`src/rtl/seq_divider_pkg.sv`:
```
// Shared types and sizing for the sequential restoring divider.
package seq_divider_pkg;

  localparam int DIV_WIDTH = 8;
  localparam int DIV_STEPS = 8;
  localparam int CNT_WIDTH = $clog2(DIV_STEPS);

  typedef enum logic [1:0] {
    DIV_IDLE,
    DIV_RUN,
    DIV_DONE
  } div_state_t;

endpackage

```
`src/rtl/seq_divider_if.sv`:
```
// Operand/result handshake bundle between a requester and the divider.
interface seq_divider_if;
  import seq_divider_pkg::*;

  logic                 in_valid;
  logic                 in_ready;
  logic [DIV_WIDTH-1:0] dividend;
  logic [DIV_WIDTH-1:0] divisor;
  logic                 out_valid;
  logic                 out_ready;
  logic [DIV_WIDTH-1:0] quot;
  logic [DIV_WIDTH-1:0] rem;
  logic                 div_zero;

  modport master (
    output in_valid, dividend, divisor, out_ready,
    input  in_ready, out_valid, quot, rem, div_zero
  );

  modport slave (
    input  in_valid, dividend, divisor, out_ready,
    output in_ready, out_valid, quot, rem, div_zero
  );

endinterface

```
`src/rtl/seq_divider_arith.sv`:
```
// Arithmetic cells for the divider: a one-bit full adder and the 2*a+b shift-in step.
module full_adder (
  input  logic a,
  input  logic b,
  input  logic c_in,
  output logic sum,
  output logic c_out
);

  assign sum   = a ^ b ^ c_in;
  assign c_out = (a & b) | (c_in & (a ^ b));

endmodule

module two_a_plus_b
  import seq_divider_pkg::*;
(
  input  logic [DIV_WIDTH-1:0] a,
  input  logic [DIV_WIDTH-1:0] b,
  output logic [DIV_WIDTH+1:0] y
);

  // Two extra bits so the sum never wraps for any 8-bit a and b.
  assign y = {1'b0, a, 1'b0} + {2'b00, b};

endmodule

```
`src/rtl/seq_divider.sv`:
```
// Unsigned 8-bit restoring divider, one quotient bit per cycle MSB first, valid/ready on both sides.
module seq_divider
  import seq_divider_pkg::*;
#(
  parameter logic [DIV_WIDTH-1:0] ZERO_QUOT = 8'hFF
) (
  input  logic          clk,
  input  logic          rst,
  seq_divider_if.slave  bus
);

  div_state_t           state_reg, state_next;
  logic [CNT_WIDTH-1:0] cnt_reg;
  logic [DIV_WIDTH-1:0] rem_reg;
  logic [DIV_WIDTH-1:0] quot_reg;
  logic [DIV_WIDTH-1:0] divisor_reg;
  logic [DIV_WIDTH-1:0] dividend_reg;
  logic                 div_zero_reg;

  logic                 in_ready;
  logic                 out_valid;
  logic                 accept;

  logic [DIV_WIDTH+1:0] shift_sum;
  logic [DIV_WIDTH-1:0] t;
  logic                 hi;
  logic [DIV_WIDTH-1:0] diff;
  logic [DIV_WIDTH:0]   carry;
  logic                 ge;

  // Shift the next dividend bit (quotient register MSB) into the partial remainder.
  two_a_plus_b u_shift (
    .a (rem_reg),
    .b ({{(DIV_WIDTH-1){1'b0}}, quot_reg[DIV_WIDTH-1]}),
    .y (shift_sum)
  );

  assign t  = shift_sum[DIV_WIDTH-1:0];
  assign hi = |shift_sum[DIV_WIDTH+1:DIV_WIDTH];

  // Trial subtract t - divisor as t + ~divisor + 1; the final carry means t >= divisor.
  assign carry[0] = 1'b1;

  generate
    for (genvar gi = 0; gi < DIV_WIDTH; gi++) begin : g_sub
      full_adder u_fa (
        .a     (t[gi]),
        .b     (~divisor_reg[gi]),
        .c_in  (carry[gi]),
        .sum   (diff[gi]),
        .c_out (carry[gi+1])
      );
    end
  endgenerate

  assign ge = hi | carry[DIV_WIDTH];

  always_comb begin
    state_next = state_reg;
    in_ready   = (state_reg == DIV_IDLE);
    out_valid  = (state_reg == DIV_DONE);
    accept     = in_ready & bus.in_valid;
    case (state_reg)
      DIV_IDLE: begin
        if (accept) begin
          state_next = (bus.divisor == '0) ? DIV_DONE : DIV_RUN;
        end
      end
      DIV_RUN: begin
        if (cnt_reg == '0) begin
          state_next = DIV_DONE;
        end
      end
      DIV_DONE: begin
        if (bus.out_ready) begin
          state_next = DIV_IDLE;
        end
      end
      default: state_next = DIV_IDLE;
    endcase
  end

  always_ff @(posedge clk) begin
    if (rst) begin
      state_reg    <= DIV_IDLE;
      cnt_reg      <= '0;
      rem_reg      <= '0;
      quot_reg     <= '0;
      divisor_reg  <= '0;
      dividend_reg <= '0;
      div_zero_reg <= 1'b0;
    end else begin
      state_reg <= state_next;
      case (state_reg)
        DIV_IDLE: begin
          if (accept) begin
            dividend_reg <= bus.dividend;
            divisor_reg  <= bus.divisor;
            if (bus.divisor == '0) begin
              quot_reg     <= ZERO_QUOT;
              rem_reg      <= bus.dividend;
              div_zero_reg <= 1'b1;
            end else begin
              quot_reg     <= bus.dividend;
              rem_reg      <= '0;
              cnt_reg      <= CNT_WIDTH'(DIV_STEPS - 1);
              div_zero_reg <= 1'b0;
            end
          end
        end
        DIV_RUN: begin
          // 8-bit wrap of t - divisor is exact: the true remainder is below divisor.
          rem_reg  <= ge ? diff : t;
          quot_reg <= {quot_reg[DIV_WIDTH-2:0], ge};
          cnt_reg  <= cnt_reg - CNT_WIDTH'(1);
        end
        default: ;
      endcase
    end
  end

  assign bus.in_ready  = in_ready;
  assign bus.out_valid = out_valid;
  assign bus.quot      = quot_reg;
  assign bus.rem       = rem_reg;
  assign bus.div_zero  = div_zero_reg;

`ifndef SYNTHESIS
  a_identity: assert property (@(posedge clk) disable iff (rst)
    (out_valid && !div_zero_reg) |->
      ((({8'b0, quot_reg} * {8'b0, divisor_reg}) + {8'b0, rem_reg}) == {8'b0, dividend_reg})
      && (rem_reg < divisor_reg));

  a_ready_idle: assert property (@(posedge clk) disable iff (rst)
    in_ready == (state_reg == DIV_IDLE));

  a_valid_hold: assert property (@(posedge clk) disable iff (rst)
    (out_valid && !bus.out_ready) |=> out_valid);
`endif

endmodule

```
`src/flat_wrapper.sv`:
```
// flat-port wrapper written by rule: the top's interface ports become plain ports
module seq_divider_flat import seq_divider_pkg::*;
#(
  parameter logic [DIV_WIDTH-1:0] ZERO_QUOT = 8'hFF
)
  (clk, rst, bus_in_valid, bus_dividend, bus_divisor, bus_out_ready, bus_in_ready, bus_out_valid, bus_quot, bus_rem, bus_div_zero);
  seq_divider_if bus_i ();
  input  logic clk;
  input  logic rst;
  input wire logic [$bits(bus_i.in_valid)-1:0] bus_in_valid;
  input wire logic [$bits(bus_i.dividend)-1:0] bus_dividend;
  input wire logic [$bits(bus_i.divisor)-1:0] bus_divisor;
  input wire logic [$bits(bus_i.out_ready)-1:0] bus_out_ready;
  output wire logic [$bits(bus_i.in_ready)-1:0] bus_in_ready;
  output wire logic [$bits(bus_i.out_valid)-1:0] bus_out_valid;
  output wire logic [$bits(bus_i.quot)-1:0] bus_quot;
  output wire logic [$bits(bus_i.rem)-1:0] bus_rem;
  output wire logic [$bits(bus_i.div_zero)-1:0] bus_div_zero;
  assign bus_i.in_valid = bus_in_valid;
  assign bus_i.dividend = bus_dividend;
  assign bus_i.divisor = bus_divisor;
  assign bus_i.out_ready = bus_out_ready;
  assign bus_in_ready = bus_i.in_ready;
  assign bus_out_valid = bus_i.out_valid;
  assign bus_quot = bus_i.quot;
  assign bus_rem = bus_i.rem;
  assign bus_div_zero = bus_i.div_zero;
  seq_divider #(.ZERO_QUOT(ZERO_QUOT)) u_core (.clk(clk), .rst(rst), .bus(bus_i));
endmodule
```
`config.mk`:
```
export PLATFORM = sky130hd
export DESIGN_NAME = seq_divider_flat
export DESIGN_NICKNAME = d
export VERILOG_FILES = /design/src/rtl/seq_divider_pkg.sv /design/src/rtl/seq_divider_if.sv /design/src/rtl/seq_divider_arith.sv /design/src/rtl/seq_divider.sv /design/src/flat_wrapper.sv
export SDC_FILE = /design/constraint.sdc
export NUM_CORES = 1
export LEC_CHECK = 0
export CORE_UTILIZATION = 35
export CTS_CLUSTER_DIAMETER = 30
export CTS_CLUSTER_SIZE = 12
export DETAILED_ROUTE_END_ITERATION = 10
export GPL_ROUTABILITY_DRIVEN = 0
export PLACE_DENSITY_LB_ADDON = 0.12
export SYNTH_ARGS = -nofsm -noshare
export SYNTH_HDL_FRONTEND = slang
export SYNTH_SLANG_ARGS = --single-unit
```
`constraint.sdc`:
```
create_clock -name clk -period 4.3 [get_ports clk]
set_clock_uncertainty 0.05 [all_clocks]
set_input_delay 0.645 -clock clk [delete_from_list [all_inputs] [get_ports clk]]
set_output_delay 0.645 -clock clk [all_outputs]
set_load 0.005 [all_outputs]
```
==> results.md, run 1 <==
* Critical Path Start Type: register
* Global Route Usage Sum at between 10% and 20%
* TritonCTS clock tree: yes
* Endpoint of the most critical register-to-register path: u_core.bus.rem[7]
* Setup violation total in the final timing report at 0
* Clock insertion delay at the later pin of the skew report at between 0.2 and 0.3 ns
* Top cell type by total area after synthesis: sky130_fd_sc_hd__dfxtp_1
* Nets@finish at around 240
* Proportion of total power due to net switching at a little under a third
* Antenna Violating Nets Remaining at 0
* Clk buf depth at 2
* Residual overflow from global routing at 0
* Slack of the critical path at approximately 0.29 ns
* Post-layout minimum cycle time at about 4 ns
* Most common library cell in the layout ignoring fill and taps: sky130_fd_sc_hd__clkdlybuf4s50_1
* Critical-path maximum fanout at 9
* Number of antenna repair diodes at 0
* Worst hold start: u_core.cnt_reg[1]
* Core Footprint at between 0.004 and 0.005 mm^2
* Sum Neg Setup Slack at 0 ns
* Remaining max-slew budget at the tightest pin at 42.93%
* Setup repair after global routing missed its margin: false
* Number of distinct standard cells referenced by the synthesized netlist at 35
* Number of top-level design ports at 39
* Fin crit share at between 90% and 100%
* Wire per inst at 15.08 um
* Number of detailed-route iterations in the first pass at 7
* Via count of the first global-routing pass at 1364
* Worst Hold Depth at 1
* Post-Synthesis Mean Instance Area at approximately 9 um^2
* Count of flip-flops with a built-in enable after synthesis at 0
* Commonest register cell after synthesis: sky130_fd_sc_hd__dfxtp_1
* Setup repair bufs after CTS at 0
* Run status: finished with violations
* Endpoint, Worst Hold: u_core.cnt_reg[1]
* Number of antenna violations at the first check in global routing at 0
* Proportion of power drawn by the clock network at between 30% and 40%
* DRC violations left at 4
* Number of rows created at floorplan at 24
* Height of the die at 71.19 um
* Synthesized instance count at 182
* Syn. warnings at 0
* Effective utilization at floorplan at a little under two fifths
* Number of violations of the max-capacitance limit at 0
* Final instance area at approximately 0.0021 mm^2
* Num Clock Sinks at 30
* Nature of the critical path endpoint: register
* Post-place setup slack at 0.2189 ns
* Post-detailed-placement half-perimeter wirelength at a little under 3000 um
* Maximum vdd ir drop at 208.5 uV
* Upper clock frequency limit at about 250 MHz
* Worst-Margin Slew at approximately 0.85 ns
* Buffers added on ports at 38
* Number of hold violations in the final report at 0
* Comb pwr share at 28.7%
* Syn-to-layout area delta at 26.66%
* Net count of the mapped netlist at between 200 and 250
* Worst min-delay path class: reg2reg
* Synthesized flop and latch total at 30
* Violations in the final reports: design-rule violations
* Switching power at between 0.2 and 0.3 mW
* Crit path required time at roughly 4.4 ns
* Maximum level of the CTS H-tree at 2
* Synth Cell Area at about 0.0017 mm^2
* Register-to-Register Setup Slack at ~0.3 ns
* Number of vias per cell after detailed routing at between 5 and 6
* Cts-stage hold buffer count at 0
* Reported leakage power at 0.7834 nW
* Via Count at ~1400
* Ratio of total power to cell area at 407.1 mW/mm^2
* Number of DRC violations after detailed-routing iteration 0 at 106
* Die width at between 70 and 80 um
* Number of cells traversed by the worst register-to-register path at 15
* Final Slew Violations at 0
* CTS root buffer: sky130_fd_sc_hd__clkbuf_8
* Drt total wl at 3950 um
* Cell area reported after detailed placement at ~0.002 mm^2
* Share of the yosys chip area belonging to registers at 35.85%
* Internal power contribution at between 0.6 and 0.7 mW
* Part of the power in registers at approximately two fifths
* Fraction of post-synthesis cell area in the top cell type by area at between 30% and 40%
* Maximum number of pins on one net before global-route repair at 18
* Arrival time of the worst setup path at between 4 and 5 ns
* Commonest cells after routing, fill and taps aside: sky130_fd_sc_hd__clkdlybuf4s50_1, sky130_fd_sc_hd__dfxtp_1, sky130_fd_sc_hd__nand2_1
* Worst Setup Path Type: reg2reg
* Area of the die at between 0.005 and 0.006 mm^2
* Wire length of the first global-routing pass at between 6000 and 7000 um
* Clock transition at the registers of the reported paths at roughly 0.070 ns
* Synth async-reset ratio at 0%
* Number of buffers inserted during clock tree synthesis at 5
* Fraction of final layout cells sized beyond drive strength 1 at a little under a tenth
* Reg-to-reg startpoint: u_core.bus.quot[7]
* Top area cells in the synthesized netlist: sky130_fd_sc_hd__dfxtp_1, sky130_fd_sc_hd__fa_1, sky130_fd_sc_hd__mux2i_1, sky130_fd_sc_hd__o21ai_0, sky130_fd_sc_hd__buf_4
-- metal layers --
metal | vias up | routed length, um | global-route usage (%)
met3 | 5 | 268 | 5.413
met5 | - | 0 | 0
met2 | 51 | 1727 | 24.87
li1 | 695 | - | -
met4 | 0 | 39 | 6.667
met1 | 667 | 1914 | 24.09
-- stage by stage --
| stage | total power [mW] | hold WS (ns) | utilization, % | instances |
|---|---|---|---|---|
| after floorplan | 0.4984 | 0.3907 | - | 182 |
| after global placement | 0.5784 | 0.3963 | 44.88 | 254 |
| after detailed placement | 0.5838 | 0.4075 | 44.88 | 254 |
| after CTS | 0.8658 | 0.4233 | 47.32 | 262 |
| after global routing | 0.9267 | 0.4401 | 47.43 | 262 |
| final | 0.8640 | 0.4191 | 47.43 | 262 |
-- kinds of logic (layout without fill, tap and decap cells) --
family | after synthesis | after routing | share of synthesized area [%]
AOI/OAI and AO/OA | 49 | 49 | 20.76
buffers and inverters | 35 | 63 | 10.75
and+or+nand+nor | 48 | 48 | 16.06
muxes | 10 | 10 | 5.975
adders and majority gates | 10 | 10 | 10.60
DFF | 30 | 30 | 35.85
-- area by class of cell --
| class | count | area (um^2) |
|---|---|---|
| Clock buffer | 5 | 68.82 |
| Clock inverter | 3 | 40.04 |
| Fill cell | 432 | 2352 |
| Inverter | 16 | 60.06 |
| Multi-Input combinational cell | 117 | 899.6 |
| Sequential cell | 30 | 600.6 |
| Tap cell | 52 | 65.06 |
| Timing Repair Buffer | 39 | 387.9 |
-- worst max-delay path by stage --
stage                     slack, ns  depth (start not counted)          startpoint                end
final                          0.29                         15  u_core.bus.quot[7]  u_core.bus.rem[7]
after global routing           0.03                         15  u_core.bus.quot[7]  u_core.bus.rem[5]
after CTS                      0.21                         15  u_core.bus.quot[7]  u_core.bus.rem[7]
after detailed placement       0.22                         15  u_core.bus.quot[7]  u_core.bus.rem[7]
after global placement         0.37                         15  u_core.bus.quot[7]  u_core.bus.rem[5]
after floorplan                0.31                         16  u_core.bus.quot[7]  u_core.bus.rem[5]
-- power by group through the flow --
stage	sequential (mW)	combinational (mW)	clock, mW
finish	0.335	0.248	0.280
global route	0.341	0.282	0.304
CTS	0.335	0.245	0.286
detailed placement	0.341	0.243	0
global placement	0.340	0.238	0
floorplan	0.331	0.167	0
-- repair_timing --
item / 4_1_cts / 5_1_grt
hold endpoints to repair: 0 / 0
setup endpoints to repair: 0 / 2
resized for setup: 0 / 2
-- cell usage after synthesis (all sizes together) (2+ instances only) --
cell type / number
nand2: 19
inv: 16
fa: 7
o21ai: 16
nor3b: 2
o211ai: 4
dfxtp: 30
mux2i: 10
nand2b: 3
nor4: 2
a21oi: 4
o21a: 2
o221ai: 8
nor2b: 2
nor2: 11
buf: 14
nand3: 6
clkbuf: 5
a31oi: 8
ha: 3
-- worst max-delay path: stages (launching register included) --
cell and delay, ns:
sky130_fd_sc_hd__dfxtp_1 0.38, sky130_fd_sc_hd__inv_1 0.06, sky130_fd_sc_hd__ha_1 0.21, sky130_fd_sc_hd__fa_1 0.41
sky130_fd_sc_hd__fa_1 0.42, sky130_fd_sc_hd__fa_1 0.43, sky130_fd_sc_hd__fa_1 0.39, sky130_fd_sc_hd__inv_1 0.07
sky130_fd_sc_hd__fa_1 0.15, sky130_fd_sc_hd__inv_1 0.05, sky130_fd_sc_hd__fa_1 0.37, sky130_fd_sc_hd__inv_1 0.08
sky130_fd_sc_hd__fa_2 0.25, sky130_fd_sc_hd__or2_4 0.20, sky130_fd_sc_hd__mux2i_1 0.21, sky130_fd_sc_hd__o221ai_1 0.15
No activity file was read; power rests on OpenSTA's default activity.
==> run 2, diff against run 1 <==
--- a/config.mk
+++ b/config.mk
@@ -5,6 +5,7 @@
 export SDC_FILE = /design/constraint.sdc
 export NUM_CORES = 1
 export LEC_CHECK = 0
+export CORE_ASPECT_RATIO = 0.6
 export CORE_UTILIZATION = 35
 export CTS_CLUSTER_DIAMETER = 30
 export CTS_CLUSTER_SIZE = 12
==> run 2 against run 1 <==
The flow now finishes without violations. Combinational power about the same. Largest cell class unchanged. Worst hold slack about the same. Clock power decreased by 16%. Design area decreased by 0.18%. Wire length increased by 5.4%. Register-to-register slack about the same. Critical path type unchanged.
==> results.md, run 2 (synthesized netlist as in run 1, its figures left out) <==
* Run status: finished, final reports clean
* Post-layout minimum cycle time at about 4.0 ns
* Clk buf depth at 2
* Remaining max-slew budget at the tightest pin at a little under two fifths
* DRC violations left at 0
* Slack of the critical path at approximately 0.28 ns
* Register-to-Register Setup Slack at 0.28 ns
* TritonCTS clock tree: yes
* Commonest cells after routing, fill and taps aside: sky130_fd_sc_hd__clkdlybuf4s50_1, sky130_fd_sc_hd__dfxtp_1, sky130_fd_sc_hd__nand2_1
* Antenna Violating Nets Remaining at 0
* Sum Neg Setup Slack at 0 ns
* End point of the critical path: u_core.bus.rem[5]
* Reported leakage power at just under 0.8 nW
* Nets@finish at approximately 240
* Final Slew Violations at 0
* Global Route Usage Sum at between 10% and 20%
* Clock insertion delay at the later pin of the skew report at between 0.2 and 0.3 ns
* Critical Path Start Type: register
* Number of buffers inserted during clock tree synthesis at 5
* Wire length of the first global-routing pass at just under 7000 um
* Cell count after placement at between 200 and 300
* Height of the die at roughly 56 um
* Crit path required time at 4.40 ns
* Number of vias per cell after detailed routing at 5.209
* Num Clock Sinks at 30
* Via Count at between 1000 and 1500
* Maximum level of the CTS H-tree at 2
* Ratio of total power to cell area at ~390 mW/mm^2
* Clock transition at the registers of the reported paths at approximately 0.070 ns
* Area of the die at slightly above 0.005 mm^2
* Arrival time of the worst setup path at 4.12 ns
* Number of detailed-route iterations in the first pass at 4
* Worst min-delay path class: reg2reg
* Core Footprint at about 0.0046 mm^2
* Worst-Margin Slew at 0.9300 ns
* Number of cells traversed by the worst register-to-register path at 15
* Via count of the first global-routing pass at between 1000 and 1500
* Launch point of the critical path: u_core.bus.quot[7]
* Fraction of final layout cells sized beyond drive strength 1 at approximately 8.6%
* Wire per inst at approximately 15 um
* Maximum number of pins on one net before global-route repair at 18
* Setup repair after global routing missed its margin: false
* Critical-path maximum fanout at 9
* Number of antenna violations at the first check in global routing at 0
* Number of antenna repair diodes at 0
* Post-place setup slack at 0.2248 ns
* Number of DRC violations after detailed-routing iteration 0 at about 110
* Upper clock frequency limit at approximately 250 MHz
* Worst Setup Path Type: reg2reg
* Worst Hold Margin at between 0.4 and 0.5 ns
* Setup violation total in the final timing report at 0
* Critical path's largest stage delay at 0.42 ns
* Residual overflow from global routing at 0
* Reg-to-reg startpoint: u_core.bus.quot[7]
* Fin crit share at between 90% and 100%
* Fillers at 440
* Effective utilization at floorplan at a little over a third
* Endpoint of the most critical register-to-register path: u_core.bus.rem[5]
* Final Non-Filler Cells at 273
* Nature of the critical path endpoint: register
* Ordered list of cells on the worst path: inv_1 -> ha_1 -> fa_1 -> fa_1 -> fa_1 -> fa_1 -> inv_1 -> fa_1 -> inv_1 -> fa_1 -> inv_1 -> fa_2 -> or2_4 -> mux2i_1 -> o221ai_1
* Buffers added on ports at 38
* Number of hold violations in the final report at 0
* Post-detailed-placement half-perimeter wirelength at slightly above 3000 um
* Die width at approximately 90 um
* Most common library cell in the layout ignoring fill and taps: sky130_fd_sc_hd__clkdlybuf4s50_1
* Most common cell type on the critical path: sky130_fd_sc_hd__fa_1
* Syn-to-layout area delta at 26.44%
* Number of rows created at floorplan at 19
* Cell with the biggest individual delay on the critical path: sky130_fd_sc_hd__fa_1
* Maximum vdd ir drop at ~140 uV
* Number of violations of the max-capacitance limit at 0
* Number of top-level design ports at 39
* Finished Core Util at a little under half
* CTS root buffer: sky130_fd_sc_hd__clkbuf_8
* Drt total wl at 4162 um
[run 2: worst min-delay path by stage]
stage | from | endpoint | cells past startpoint
2_1_floorplan | u_core.cnt_reg[1] | u_core.cnt_reg[1] | 1
3_3_place_gp | u_core.cnt_reg[1] | u_core.cnt_reg[1] | 1
6_report | u_core.cnt_reg[1] | u_core.cnt_reg[1] | 1
5_1_grt | u_core.cnt_reg[2] | u_core.cnt_reg[2] | 1
3_5_place_dp | u_core.cnt_reg[1] | u_core.cnt_reg[1] | 1
4_1_cts | u_core.cnt_reg[1] | u_core.cnt_reg[1] | 1
[run 2: report_power, final]
group | internal, mW | leakage (nW) | switching (mW)
Clock | 0.129 | 0.0482 | 0.105
Combinational | 0.124 | 0.479 | 0.128
Sequential | 0.307 | 0.247 | 0.0279
Total | 0.560 | 0.774 | 0.261
[run 2: stage by stage]
| step | cell area (um^2) | total power, mW |
|---|---|---|
| after global placement | 2022 | 0.5775 |
| after global routing | 2118 | 0.8823 |
| final | 2118 | 0.8206 |
| after floorplan | 1675 | 0.4984 |
| after CTS | 2113 | 0.8233 |
| after detailed placement | 2022 | 0.5853 |
[run 2: timing repair]
action	CTS	global route
resized for setup	0	2
endpoints found under the setup margin	0	2
hold buffers	0	0
endpoints found under the hold margin	0	0
buffers inserted	0	0
[run 2: worst max-delay path: cells and delay by family, from the launching register on]
| family | cells | cell delay, ns |
|---|---|---|
| AOI/OAI and AO/OA | 1 | 0.14 |
| adders and majority gates | 8 | 2.63 |
| buffers and inverters | 4 | 0.28 |
| DFF | 1 | 0.37 |
| muxes | 1 | 0.22 |
| and+or+nand+nor | 1 | 0.20 |
[run 2: area by class of cell]
class / instances / area [um^2] / share of cell area (%)
timing repair buffer: 39 / 387.9 / 18.31
clock buffer: 7 / 86.33 / 4.076
tap: 63 / 78.83 / 3.721
multi-input combinational: 117 / 899.6 / 42.47
inverter: 16 / 60.06 / 2.835
clock inverter: 1 / 5.005 / 0.2363
sequential: 30 / 600.6 / 28.35
[run 2: per-layer routing]
layer | wire [um] | GRT usage (%)
met5 | 0 | 0
met3 | 261 | 5.191
met1 | 2034 | 23.78
met2 | 1808 | 27.71
met4 | 57 | 4.762
==> patch 1 (config.mk and constraints of run 1) <==
Set the package constant `DIV_WIDTH` to 9 (it was 8).
--- a/src/rtl/seq_divider_pkg.sv
+++ b/src/rtl/seq_divider_pkg.sv
@@ -1,7 +1,7 @@
 // Shared types and sizing for the sequential restoring divider.
 package seq_divider_pkg;
 
-  localparam int DIV_WIDTH = 8;
+  localparam int DIV_WIDTH = 9;
   localparam int DIV_STEPS = 8;
   localparam int CNT_WIDTH = $clog2(DIV_STEPS);
 
Ports: changed (resized bus_dividend, bus_divisor, bus_quot and bus_rem); port bits go from 39 to 43. The function was not compared with the original's and may differ.
==> patch 1 against run 1 <==
First-iteration DRC count is 42% lower; worst setup slack got worse by 160 ps; design area rose by 14%; die area increased by 8.9%; worst hold slack worse by 12 ps; wire length is 17% higher; power up 16%; synthesized area increased by 9.1%; sequential cell count increased by 3; critical endpoint is now u_core.bus.rem[8]; largest power group unchanged.
==> patch 1: results (changes against run 1) <==
metric,value,unit,change
outcome,"finished, final reports clean",,"was finished, violations left"
sequential logic power,0.377,mW,was 0.335 mW
post-synth net total,249,,was 212
x dimension of the die,74.3,µm,was 71.2 µm
post-synthesis adder-cell area fraction,10.8,%,was 10.6%
overall routing resource usage,18.0,%,was 17.3%
Non-CTS inverters,19,,was 16
clock period minus final worst setup slack,4170,ps,was 4010 ps
WHS,407,ps,was 419 ps
Slew Limit Headroom,40.7,%,was 42.9%
total vias in the final route,1614,,"was 1,418"
depth of the worst register-to-register path,16,,was 15
reg2reg setup slack,130,ps,was 290 ps
Power Combinational,0.363,mW,was 0.248 mW
largest net degree at the start of global routing,24,,was 18
sequential element share of the synthesized area,36.1,%,was 35.8%
post-detailed-placement cell area,0.00228,mm²,was 0.00201 mm²
number of standard cells in the final layout excluding fillers,319,,was 262
metal1 wirelength,2210,µm,was 1910 µm
WHS Endpoint,u_core.divisor_reg[8],,was u_core.cnt_reg[1]
Placement Setup Slack,-68.6,ps,was 219 ps
Pre-antenna DRT Iters,4,,was 7
maximum resistive drop on vdd,0.000215,V,was 0.000208 V
CP Max Fanout,2,,was 9
Leak Pwr,0.888,nW,was 0.783 nW
DR iter-0 viols,61,,was 106
count of cell types in the netlist,36,,was 35
Commonest cells post-synth,"sky130_fd_sc_hd__dfxtp_1 (33), sky130_fd_sc_hd__nand2_1 (31), sky130_fd_sc_hd__a21oi_1 (22)",,"was sky130_fd_sc_hd__dfxtp_1 (30), sky130_fd_sc_hd__nand2_1 (19), sky130_fd_sc_hd__inv_1 (16), sky130_fd_sc_hd__o21ai_0 (16), sky130_fd_sc_hd__nor2_1 (11)"
Repair and plain buffers,52,,was 39
quantity of gates resized following cts,3,,was 0
reg-to-reg startpoint,u_core.bus.quot[8],,was u_core.bus.quot[7]
multi-input combinational cell area,0.00101,mm²,was 900 µm²
count of flip-flops and latches,33,,was 30
most area-consuming cells after synthesis,"sky130_fd_sc_hd__dfxtp_1 (36%), sky130_fd_sc_hd__fa_1 (8.8%), sky130_fd_sc_hd__nand2_1 (6.4%)",,"was sky130_fd_sc_hd__dfxtp_1 (36%), sky130_fd_sc_hd__fa_1 (8.4%), sky130_fd_sc_hd__mux2i_1 (6.0%)"
area fraction in compound gates after synthesis,22.7,%,was 20.8%
clock network area share,4.18,%,was 5.13%
Final Net Count,284,,was 239
fraction of final layout cells with drive strength greater than 1,17.9,%,was 9.05%
wire length on met2,2220,µm,was 1730 µm
WP data arrival,4270,ps,was 4110 ps
Cell Count Post-Placement,311,,was 254
-- patch 1: cell types whose count changed in the layout (fill, tap and decap cells not counted), sizes merged, moves of 6 or more --
cell    before  now
o21ai       16    2
nand2       19   31
a21oi        4   22
a31oi        8    0
o221ai       8    2
a311oi       1   12
nor2        11   18
mux2i       10    0
buf          1   10
a211oi       1    7
-- patch 1: worst max path at each step --
stage | startpoint | to | cells past startpoint
global placement | u_core.bus.quot[8] | u_core.bus.rem[8] | 17
floorplan | u_core.bus.quot[8] | u_core.bus.rem[6] | 18
detailed placement | u_core.bus.quot[8] | u_core.bus.rem[8] | 17
CTS | u_core.bus.quot[8] | u_core.bus.rem[8] | 17
finish | u_core.bus.quot[8] | u_core.bus.rem[8] | 16
global route | u_core.bus.quot[8] | u_core.bus.rem[8] | 16
-- patch 1: critical path, stage by stage, from the launching register on --
cell	delay, ps
sky130_fd_sc_hd__dfxtp_2	330
sky130_fd_sc_hd__inv_1	50
sky130_fd_sc_hd__ha_2	180
sky130_fd_sc_hd__fa_2	330
sky130_fd_sc_hd__fa_2	360
sky130_fd_sc_hd__fa_2	400
sky130_fd_sc_hd__fa_2	390
sky130_fd_sc_hd__fa_2	350
sky130_fd_sc_hd__inv_2	70
sky130_fd_sc_hd__fa_2	170
sky130_fd_sc_hd__inv_1	50
sky130_fd_sc_hd__fa_2	330
sky130_fd_sc_hd__inv_2	70
sky130_fd_sc_hd__fa_2	430
sky130_fd_sc_hd__mux2_4	270
sky130_fd_sc_hd__a21oi_2	140
sky130_fd_sc_hd__a211oi_2	80
-- patch 1: routing by layer --
layer | vias up | global-route usage [%]
li1 | 816 | -
met1 | 762 | 23.1
met2 | 31 | 30.3
met3 | 5 | 3.66
met4 | 0 | 6.29
met5 | - | 0
==> patch 2 (settings of run 1) <==
Without the edit above. Encoding of `div_state_t`: now one-hot (3 bits for 3 states).
--- a/src/rtl/seq_divider_pkg.sv
+++ b/src/rtl/seq_divider_pkg.sv
@@ -5,10 +5,10 @@
   localparam int DIV_STEPS = 8;
   localparam int CNT_WIDTH = $clog2(DIV_STEPS);
 
-  typedef enum logic [1:0] {
-    DIV_IDLE,
-    DIV_RUN,
-    DIV_DONE
+  typedef enum logic [2:0] {
+    DIV_IDLE = 3'b001,
+    DIV_RUN  = 3'b010,
+    DIV_DONE = 3'b100
   } div_state_t;
 
 endpackage
Function: no difference found for any inputs over 10 cycles, from zero or initial values and one cycle with rst high; not proved beyond that.
==> patch 2 against run 1 <==
Combinational power rose by 5%; first-iteration DRC count down 2.8%; sequential cell count up 1; power shrank 0.93%; design area increased by 5.4%; wire length rose by 6.3%; worst setup slack worse by 64 ps; highest routed layer unchanged; synthesized area is 6.8% higher; non-clock buffer count grew 3.
==> patch 2: results (changes against run 1) <==
metric,value,unit,change
number of global-route vias before repair,1413,,"was 1,364"
proportion of synthesized area in mux cells,1.26,%,was 5.97%
fraction of final layout cells with drive strength greater than 1,12.5,%,was 9.05%
total vias in the final route,1516,,"was 1,418"
largest net degree at the start of global routing,32,,was 18
placed wire-length estimate after detailed placement,3030,µm,was 2960 µm
met1 demand-to-capacity share in global routing,23.4,%,was 24.1%
post-synth net total,235,,was 212
global-route wire length before repair,6900,µm,was 6740 µm
depth of the worst register-to-register path,16,,was 15
most area-consuming cells after synthesis,"sky130_fd_sc_hd__dfxtp_1 (35%), sky130_fd_sc_hd__a21oi_1 (8.1%), sky130_fd_sc_hd__fa_1 (7.8%)",,"was sky130_fd_sc_hd__dfxtp_1 (36%), sky130_fd_sc_hd__fa_1 (8.4%), sky130_fd_sc_hd__mux2i_1 (6.0%)"
clock group total power,0.257,mW,was 0.280 mW
post-detailed-routing wire length,4200,µm,was 3950 µm
DR iter-0 viols,103,,was 106
HP Start,u_core.bus.div_zero,,was u_core.cnt_reg[1]
outcome,"finished, final reports clean",,"was finished, violations left"
Cell Count Post-Placement,291,,was 254
Commonest cells post-synth,"sky130_fd_sc_hd__dfxtp_1 (31), sky130_fd_sc_hd__a21oi_1 (29), sky130_fd_sc_hd__nand2_1 (23)",,"was sky130_fd_sc_hd__dfxtp_1 (30), sky130_fd_sc_hd__nand2_1 (19), sky130_fd_sc_hd__inv_1 (16), sky130_fd_sc_hd__o21ai_0 (16), sky130_fd_sc_hd__nor2_1 (11)"
WHS Path Cells,2,,was 1
full die area,0.00540,mm²,was 0.00507 mm²
switching power share of the total,30.8,%,was 30.5%
wire length on met2,1870,µm,was 1730 µm
WHS Endpoint,u_core.bus.div_zero,,was u_core.cnt_reg[1]
GRT met2 Usage,25.9,%,was 24.9%
count of cell types in the netlist,34,,was 35
global routing usage on met3,3.57,%,was 5.41%
WHS,406,ps,was 419 ps
fill cell total of the finished layout,515,,was 432
reg2reg setup slack,230,ps,was 290 ps
Mapped Cells,205,,was 182
met3 wire len,178,µm,was 268 µm
maximum resistive drop on vdd,0.000140,V,was 0.000208 V
Power Combinational,0.260,mW,was 0.248 mW
Pre-antenna DRT Iters,4,,was 7
CP Max Fanout,3,,was 9
capturing point of the worst reg2reg path,u_core.bus.rem[5],,was u_core.bus.rem[7]
overall routing resource usage,17.2,%,was 17.3%
patch 2: cell count changes after synthesis, sizes merged, moves of 5 or more:
cell,before,now
nor3,0,9
a31oi,8,0
a221oi,0,8
a21oi,4,29
and2,0,8
o221ai,8,0
mux2i,10,0
a22oi,0,8
buf,14,19
nor2,11,6
o21ai,16,10
patch 2: layout make-up:
class | instances | area [µm²] | area share (%)
inverter | 16 | 60.1 | 2.69
timing repair buffer | 42 | 410 | 18.4
clock buffer | 8 | 100 | 4.48
sequential | 31 | 621 | 27.8
tap | 67 | 83.8 | 3.75
multi-input combinational | 135 | 961 | 43.0
patch 2: logic make-up (layout without fill, tap and decap cells):
| logic type | after synthesis | in the layout |
|---|---|---|
| AND/OR/NAND/NOR | 59 | 59 |
| adder cells (fa/ha/maj) | 10 | 10 |
| AO/OA/AOI/OAI | 64 | 64 |
| buffers and inverters | 39 | 66 |
| flip-flops | 31 | 31 |
| multiplexers | 2 | 2 |
